===== src/rtl/dot_seq_pkg.sv =====
// Shared state encoding and width helpers for the dot-product sequencer.
package dot_seq_pkg;

  typedef enum logic [2:0] {
    IDLE    = 3'd0,
    CLEAR   = 3'd1,
    FEED    = 3'd2,
    DRAIN   = 3'd3,
    CAPTURE = 3'd4,
    RESULT  = 3'd5
  } dot_state_e;

  // Accumulator width: wide enough for 2**dw products of two dw-bit operands.
  function automatic int acc_w(input int dw);
    return 3 * dw;
  endfunction

  // Element counter must be able to hold the full vector length itself.
  function automatic int cnt_w(input int vec_len);
    return $clog2(vec_len + 1);
  endfunction

endpackage


===== src/rtl/dot_seq_if.sv =====
// Operand stream, MAC drive and result handshake of the dot-product sequencer.
interface dot_seq_if
  import dot_seq_pkg::*;
#(
  parameter int DATA_WIDTH = 8
);
  localparam int ACC_W = acc_w(DATA_WIDTH);

  logic                  start;
  logic                  busy;
  logic                  in_valid;
  logic                  in_ready;
  logic [DATA_WIDTH-1:0] in_a;
  logic [DATA_WIDTH-1:0] in_b;
  logic                  mac_clr;
  logic                  mac_en;
  logic [DATA_WIDTH-1:0] mac_a;
  logic [DATA_WIDTH-1:0] mac_b;
  logic [ACC_W-1:0]      mac_cout;
  logic                  res_valid;
  logic                  res_ready;
  logic [ACC_W-1:0]      res_data;

  // Sequencer side.
  modport master (
    input  start, in_valid, in_a, in_b, mac_cout, res_ready,
    output busy, in_ready, mac_clr, mac_en, mac_a, mac_b, res_valid, res_data
  );

  // Environment side: operand source, MAC and result consumer.
  modport slave (
    output start, in_valid, in_a, in_b, mac_cout, res_ready,
    input  busy, in_ready, mac_clr, mac_en, mac_a, mac_b, res_valid, res_data
  );

endinterface


===== src/rtl/dot_seq.sv =====
// Dot-product sequencer: clears the MAC, streams operand pairs into it, captures Cout.
// Optional DOT_SEQ_RUNTIME_LEN_EN adds a cfg_len port for a per-run vector length.
module dot_seq
  import dot_seq_pkg::*;
#(
  parameter  int DATA_WIDTH = 8,
  parameter  int VEC_LEN    = 8,
  localparam int CNT_W      = cnt_w(VEC_LEN)
) (
  input  logic             clk,
  input  logic             rst,
`ifdef DOT_SEQ_RUNTIME_LEN_EN
  input  logic [CNT_W-1:0] cfg_len,
`endif
  dot_seq_if.master        bus
);

  localparam int ACC_W = acc_w(DATA_WIDTH);

  localparam logic [2:0] S_IDLE    = 3'(IDLE);
  localparam logic [2:0] S_CLEAR   = 3'(CLEAR);
  localparam logic [2:0] S_FEED    = 3'(FEED);
  localparam logic [2:0] S_DRAIN   = 3'(DRAIN);
  localparam logic [2:0] S_CAPTURE = 3'(CAPTURE);
  localparam logic [2:0] S_RESULT  = 3'(RESULT);

  logic [2:0]            state_reg;
  logic [CNT_W-1:0]      cnt_reg;
  logic                  mac_clr_reg;
  logic                  mac_en_reg;
  logic [DATA_WIDTH-1:0] mac_a_reg;
  logic [DATA_WIDTH-1:0] mac_b_reg;
  logic                  res_valid_reg;
  logic [ACC_W-1:0]      res_data_reg;

  logic [CNT_W-1:0]      last_idx;
  logic                  skip_feed;
  logic                  feed_hs;

`ifdef DOT_SEQ_RUNTIME_LEN_EN
  logic [CNT_W-1:0]      len_reg;

  // Length is latched with the accepted start and clamped to what the datapath was sized for.
  always_ff @(posedge clk or posedge rst) begin
    if (rst) begin
      len_reg <= '0;
    end else if (state_reg == S_IDLE && bus.start) begin
      len_reg <= (cfg_len > CNT_W'(VEC_LEN)) ? CNT_W'(VEC_LEN) : cfg_len;
    end
  end

  assign last_idx  = len_reg - CNT_W'(1);
  assign skip_feed = (len_reg == '0);
`else
  assign last_idx  = CNT_W'(VEC_LEN - 1);
  assign skip_feed = 1'b0;
`endif

  assign feed_hs = bus.in_valid && (state_reg == S_FEED);

  always_ff @(posedge clk or posedge rst) begin
    if (rst) begin
      state_reg     <= S_IDLE;
      cnt_reg       <= '0;
      mac_clr_reg   <= 1'b0;
      mac_en_reg    <= 1'b0;
      mac_a_reg     <= '0;
      mac_b_reg     <= '0;
      res_valid_reg <= 1'b0;
      res_data_reg  <= '0;
    end else begin
      case (state_reg)
        S_IDLE: begin
          if (bus.start) begin
            mac_clr_reg <= 1'b1;
            state_reg   <= S_CLEAR;
          end
        end
        S_CLEAR: begin
          mac_clr_reg <= 1'b0;
          cnt_reg     <= '0;
          // A zero-length run has nothing to feed; the freshly cleared MAC already reads 0.
          state_reg   <= skip_feed ? S_CAPTURE : S_FEED;
        end
        S_FEED: begin
          if (feed_hs) begin
            mac_a_reg  <= bus.in_a;
            mac_b_reg  <= bus.in_b;
            mac_en_reg <= 1'b1;
            cnt_reg    <= cnt_reg + CNT_W'(1);
            if (cnt_reg == last_idx) begin
              state_reg <= S_DRAIN;
            end
          end else begin
            mac_en_reg <= 1'b0;
          end
        end
        S_DRAIN: begin
          // The last pair is on the MAC inputs this cycle; Cout settles one edge later.
          mac_en_reg <= 1'b0;
          state_reg  <= S_CAPTURE;
        end
        S_CAPTURE: begin
          res_data_reg  <= bus.mac_cout;
          res_valid_reg <= 1'b1;
          state_reg     <= S_RESULT;
        end
        S_RESULT: begin
          if (bus.res_ready) begin
            res_valid_reg <= 1'b0;
            state_reg     <= S_IDLE;
          end
        end
        default: begin
          state_reg <= S_IDLE;
        end
      endcase
    end
  end

  assign bus.busy      = (state_reg != S_IDLE);
  assign bus.in_ready  = (state_reg == S_FEED);
  assign bus.mac_clr   = mac_clr_reg;
  assign bus.mac_en    = mac_en_reg;
  assign bus.mac_a     = mac_a_reg;
  assign bus.mac_b     = mac_b_reg;
  assign bus.res_valid = res_valid_reg;
  assign bus.res_data  = res_data_reg;

endmodule

===== src/flat_wrapper.sv =====
// flat-port wrapper written by rule: the top's interface ports become plain ports
module dot_seq_flat import dot_seq_pkg::*;
#(
  parameter  int DATA_WIDTH = 8,
  parameter  int VEC_LEN    = 8,
  localparam int CNT_W      = cnt_w(VEC_LEN)
)
  (clk, rst, bus_start, bus_in_valid, bus_in_a, bus_in_b, bus_mac_cout, bus_res_ready, bus_busy, bus_in_ready, bus_mac_clr, bus_mac_en, bus_mac_a, bus_mac_b, bus_res_valid, bus_res_data);
  dot_seq_if #(.DATA_WIDTH(DATA_WIDTH)) bus_i ();
  input  logic clk;
  input  logic rst;
  input wire logic [$bits(bus_i.start)-1:0] bus_start;
  input wire logic [$bits(bus_i.in_valid)-1:0] bus_in_valid;
  input wire logic [$bits(bus_i.in_a)-1:0] bus_in_a;
  input wire logic [$bits(bus_i.in_b)-1:0] bus_in_b;
  input wire logic [$bits(bus_i.mac_cout)-1:0] bus_mac_cout;
  input wire logic [$bits(bus_i.res_ready)-1:0] bus_res_ready;
  output wire logic [$bits(bus_i.busy)-1:0] bus_busy;
  output wire logic [$bits(bus_i.in_ready)-1:0] bus_in_ready;
  output wire logic [$bits(bus_i.mac_clr)-1:0] bus_mac_clr;
  output wire logic [$bits(bus_i.mac_en)-1:0] bus_mac_en;
  output wire logic [$bits(bus_i.mac_a)-1:0] bus_mac_a;
  output wire logic [$bits(bus_i.mac_b)-1:0] bus_mac_b;
  output wire logic [$bits(bus_i.res_valid)-1:0] bus_res_valid;
  output wire logic [$bits(bus_i.res_data)-1:0] bus_res_data;
  assign bus_i.start = bus_start;
  assign bus_i.in_valid = bus_in_valid;
  assign bus_i.in_a = bus_in_a;
  assign bus_i.in_b = bus_in_b;
  assign bus_i.mac_cout = bus_mac_cout;
  assign bus_i.res_ready = bus_res_ready;
  assign bus_busy = bus_i.busy;
  assign bus_in_ready = bus_i.in_ready;
  assign bus_mac_clr = bus_i.mac_clr;
  assign bus_mac_en = bus_i.mac_en;
  assign bus_mac_a = bus_i.mac_a;
  assign bus_mac_b = bus_i.mac_b;
  assign bus_res_valid = bus_i.res_valid;
  assign bus_res_data = bus_i.res_data;
  dot_seq #(.DATA_WIDTH(DATA_WIDTH), .VEC_LEN(VEC_LEN)) u_core (.clk(clk), .rst(rst), .bus(bus_i));
endmodule

===== config.mk =====
export PLATFORM = sky130hd
export DESIGN_NAME = dot_seq_flat
export DESIGN_NICKNAME = d
export VERILOG_FILES = /design/src/rtl/dot_seq_pkg.sv /design/src/rtl/dot_seq_if.sv /design/src/rtl/dot_seq.sv /design/src/flat_wrapper.sv
export SDC_FILE = /design/constraint.sdc
export NUM_CORES = 1
export LEC_CHECK = 0
export ABC_AREA = 1
export CAP_MARGIN = 25
export CORE_MARGIN = 3
export CORE_UTILIZATION = 42
export CTS_CLUSTER_DIAMETER = 100
export DETAILED_ROUTE_END_ITERATION = 10
export GPL_TIMING_DRIVEN = 0
export PLACE_DENSITY = 0.76
export SYNTH_ARGS = -nofsm -noshare
export SYNTH_HDL_FRONTEND = slang
export SYNTH_SLANG_ARGS = --single-unit
export TNS_END_PERCENT = 30

===== constraint.sdc =====
create_clock -name clk -period 1.85 [get_ports clk]
set_clock_uncertainty 0.1 [all_clocks]
set_input_delay 0.2775 -clock clk [delete_from_list [all_inputs] [get_ports clk]]
set_output_delay 0.2775 -clock clk [all_outputs]
set_load 0.005 [all_outputs]

==> results of run 1 <==
-- how the worst max path moves through the flow --
stage | slack (ns) | cells past startpoint | end | startpoint
after floorplan | 0.27 | 1 | u_core.bus.mac_a[0]$_DFFE_PP0P_ | rst
after global placement | -0.72 | 2 | u_core.bus.res_data[4]$_DFFE_PP0P_ | rst
after detailed placement | -0.07 | 4 | bus_busy | u_core.state_reg[0]$_DFFE_PP0P_
after CTS | 0.12 | 4 | bus_busy | u_core.state_reg[0]$_DFFE_PP0P_
after global routing | 0.08 | 5 | bus_in_ready | u_core.state_reg[2]$_DFFE_PP0P_
final | 0.14 | 4 | bus_busy | u_core.state_reg[0]$_DFFE_PP0P_
-- stage by stage --
stage	instance area [um^2]	hold slack (ns)
floorplan	2090	0.287
global placement	3060	0.353
detailed placement	3080	0.358
CTS	3200	0.137
global route	3200	0.165
finish	3200	0.136
-- routing by layer --
metal / vias up / GRT usage [%] / part of all wire [%]
met3: 4 / 5.56 / 7.9
met5: - / 0 / 0
met1: 878 / 22.4 / 43
li1: 936 / - / -
met4: 0 / 3.80 / 0.69
met2: 70 / 30.8 / 49
-- repair_timing --
| item | CTS | global route |
|---|---|---|
| setup buffers | 2 | 0 |
| endpoints found under the setup margin | 2 | 0 |
| gates resized for setup | 6 | 0 |
-- worst max-delay path: stages (launching register included) --
cell and delay [ns]:
dfrtp_2 0.47, nor2_4 0.11, buf_6 0.14, nand2_1 0.05, dlygate4sd2_1 0.26
-- power breakdown --
part	internal [mW]	switching (mW)
clock network	0.302	0.344
registers	1.59	0.303
logic	1.26	0.972
-- cell usage after synthesis --
| cell | number | area share, % |
|---|---|---|
| o21ai_0 | 3 | 0.72 |
| nand4_1 | 3 | 0.90 |
| a21oi_1 | 1 | 0.24 |
| nor2_1 | 3 | 0.54 |
| buf_2 | 3 | 0.72 |
| o211ai_1 | 1 | 0.36 |
| nand2_4 | 2 | 1.1 |
| nand3b_1 | 1 | 0.36 |
| clkbuf_1 | 2 | 0.36 |
| inv_6 | 1 | 0.42 |
| dfrtp_1 | 50 | 60 |
| inv_4 | 1 | 0.30 |
| buf_6 | 3 | 1.6 |
| ha_1 | 1 | 0.60 |
| xnor2_1 | 1 | 0.42 |
| nor2_4 | 2 | 1.1 |
| nand3_1 | 32 | 7.7 |
| buf_4 | 2 | 0.72 |
| nand2_1 | 114 | 20 |
| inv_1 | 7 | 1.3 |
| nand2_2 | 1 | 0.30 |
-- area by class of cell --
class                           instances  area, um^2
Clock buffer                            7        86.3
Clock inverter                          1        5.00
Sequential cell                        50        1250
Multi-Input combinational cell        165         726
Inverter                                9        41.3
Tap cell                               67        83.8
Fill cell                             415        1560
Timing Repair Buffer                   92         923
Buffer                                 10        77.6
-- cells by family (layout without fill, tap and decap cells) --
family | count (synthesis) | count (layout) | share of synthesized area [%]
compound gates | 5 | 5 | 1.32
xor+xnor | 1 | 1 | 0.419
fa+ha+maj | 1 | 1 | 0.599
buf+inv | 19 | 119 | 5.39
flops | 50 | 50 | 59.9
simple gates | 158 | 158 | 32.4
==> run metrics, run 1 <==
run status=finished clean; reg2reg end=u_core.bus.mac_a[2]$_DFFE_PP0P_; area of the core region=0.00475 mm^2; most frequent standard cell in the layout excluding fill and tap cells=nand2_1; floorplan die area=0.00586 mm^2; routability-driven placement congestion ratio=0.784; number of hold buffers added after CTS=0; P&R area growth vs syn=53.0%; number of maximum-capacitance violations=0; Critical R2R Launch=u_core.state_reg[2]$_DFFE_PP0P_; detailed-route via count=1888; drt initial violations=115; total length of routed wires=4950 um; Largest register FFs=24; number of sinks driven by the clock tree=50; clock latency on the worst-skew pair=0.29 ns; Cells after Synth=234; number of placed cells counting well taps=391; most frequent cells in the layout=nand2_1, clkdlybuf4s50_1, dfrtp_1, nand3_1; final setup margin=0.141 ns; Worst Setup Start Kind=flip-flop; remaining global-route overflow=0; FP Rows=25; FMAX=585 MHz; vias in the first global route=1839; flop2flop setup slack=0.33 ns; initial antenna violation count=0; P_leak=1.56 nW; net count reported at finish=379; final core utilization=67.2%; detailed-placement wirelength estimate=3740 um; number of non-filler instances in the completed layout=401; required time of the critical path=1.47 ns; remaining antenna violation count=0; # DRC=0; count of state elements after synthesis=50; Cell Pwr Density=1490 mW/mm^2; endpoint arrival time on the critical path=1.33 ns; count of antenna diodes in the layout=0; share of layout cells above drive strength 1=8.38%; maximum fanout along the worst path=10; initial core utilization=43.9%; crit end category=output pin; TritonCTS clock tree=yes; DR vias/cell=4.71; netlist area before placement=0.00209 mm^2; IO Count=90; worst setup timing slack at the placement stage=-0.0657 ns; overall global routing resource usage=18.0%; clock period minus worst slack=1.71 ns; syn nets=280; count of port buffers added during placement=89; sequential share of the synthesized area=59.9%; TritonCTS buffer count=5; RSZ-0062 raised after global routing=no; type of the worst min-delay path=in -> async; crit share post-route=92.4%; pin count of the biggest net entering global routing=39; clock slew at the register clock pins of the worst setup and hold paths=0.09 ns; start-to-end type of the worst setup path=reg -> out; setup TNS=0 ns; average footprint of a synthesized cell=8.93 um^2; r2r worst-path depth=9; measured slew at the worst slew-check pin=0.437 ns; CTS Buffer Depth=2; number of endpoints with negative hold slack in the final report=0; first-pass GRT wire length=8660 um; level count of the clock H-tree=2; total of endpoints with negative setup slack in the final report=0; number of synthesis warnings=0; Total Power Consumption=4.78 mW; fin. max-slew vios=0; worst IR drop on VDD=0.722 mV; wire per inst=12.3 um; die extent in x=76.5 um; Synth cell types=21; cell at the root of the clock tree=clkbuf_8; Die Y-Extent=76.5 um; worst-case headroom to the max-slew limit=70.9%; 1st-pass router iterations=4
No activity file was read; power rests on OpenSTA's default activity.
==> run 2, diff against run 1 <==
--- a/config.mk
+++ b/config.mk
@@ -12,6 +12,7 @@
 export CTS_CLUSTER_DIAMETER = 100
 export DETAILED_ROUTE_END_ITERATION = 10
 export GPL_TIMING_DRIVEN = 0
+export HOLD_SLACK_MARGIN = 0.03
 export PLACE_DENSITY = 0.76
 export SYNTH_ARGS = -nofsm -noshare
 export SYNTH_HDL_FRONTEND = slang
==> results of run 2 <==
Same layout as run 1: the final DEF is identical, and so are final timing and power.
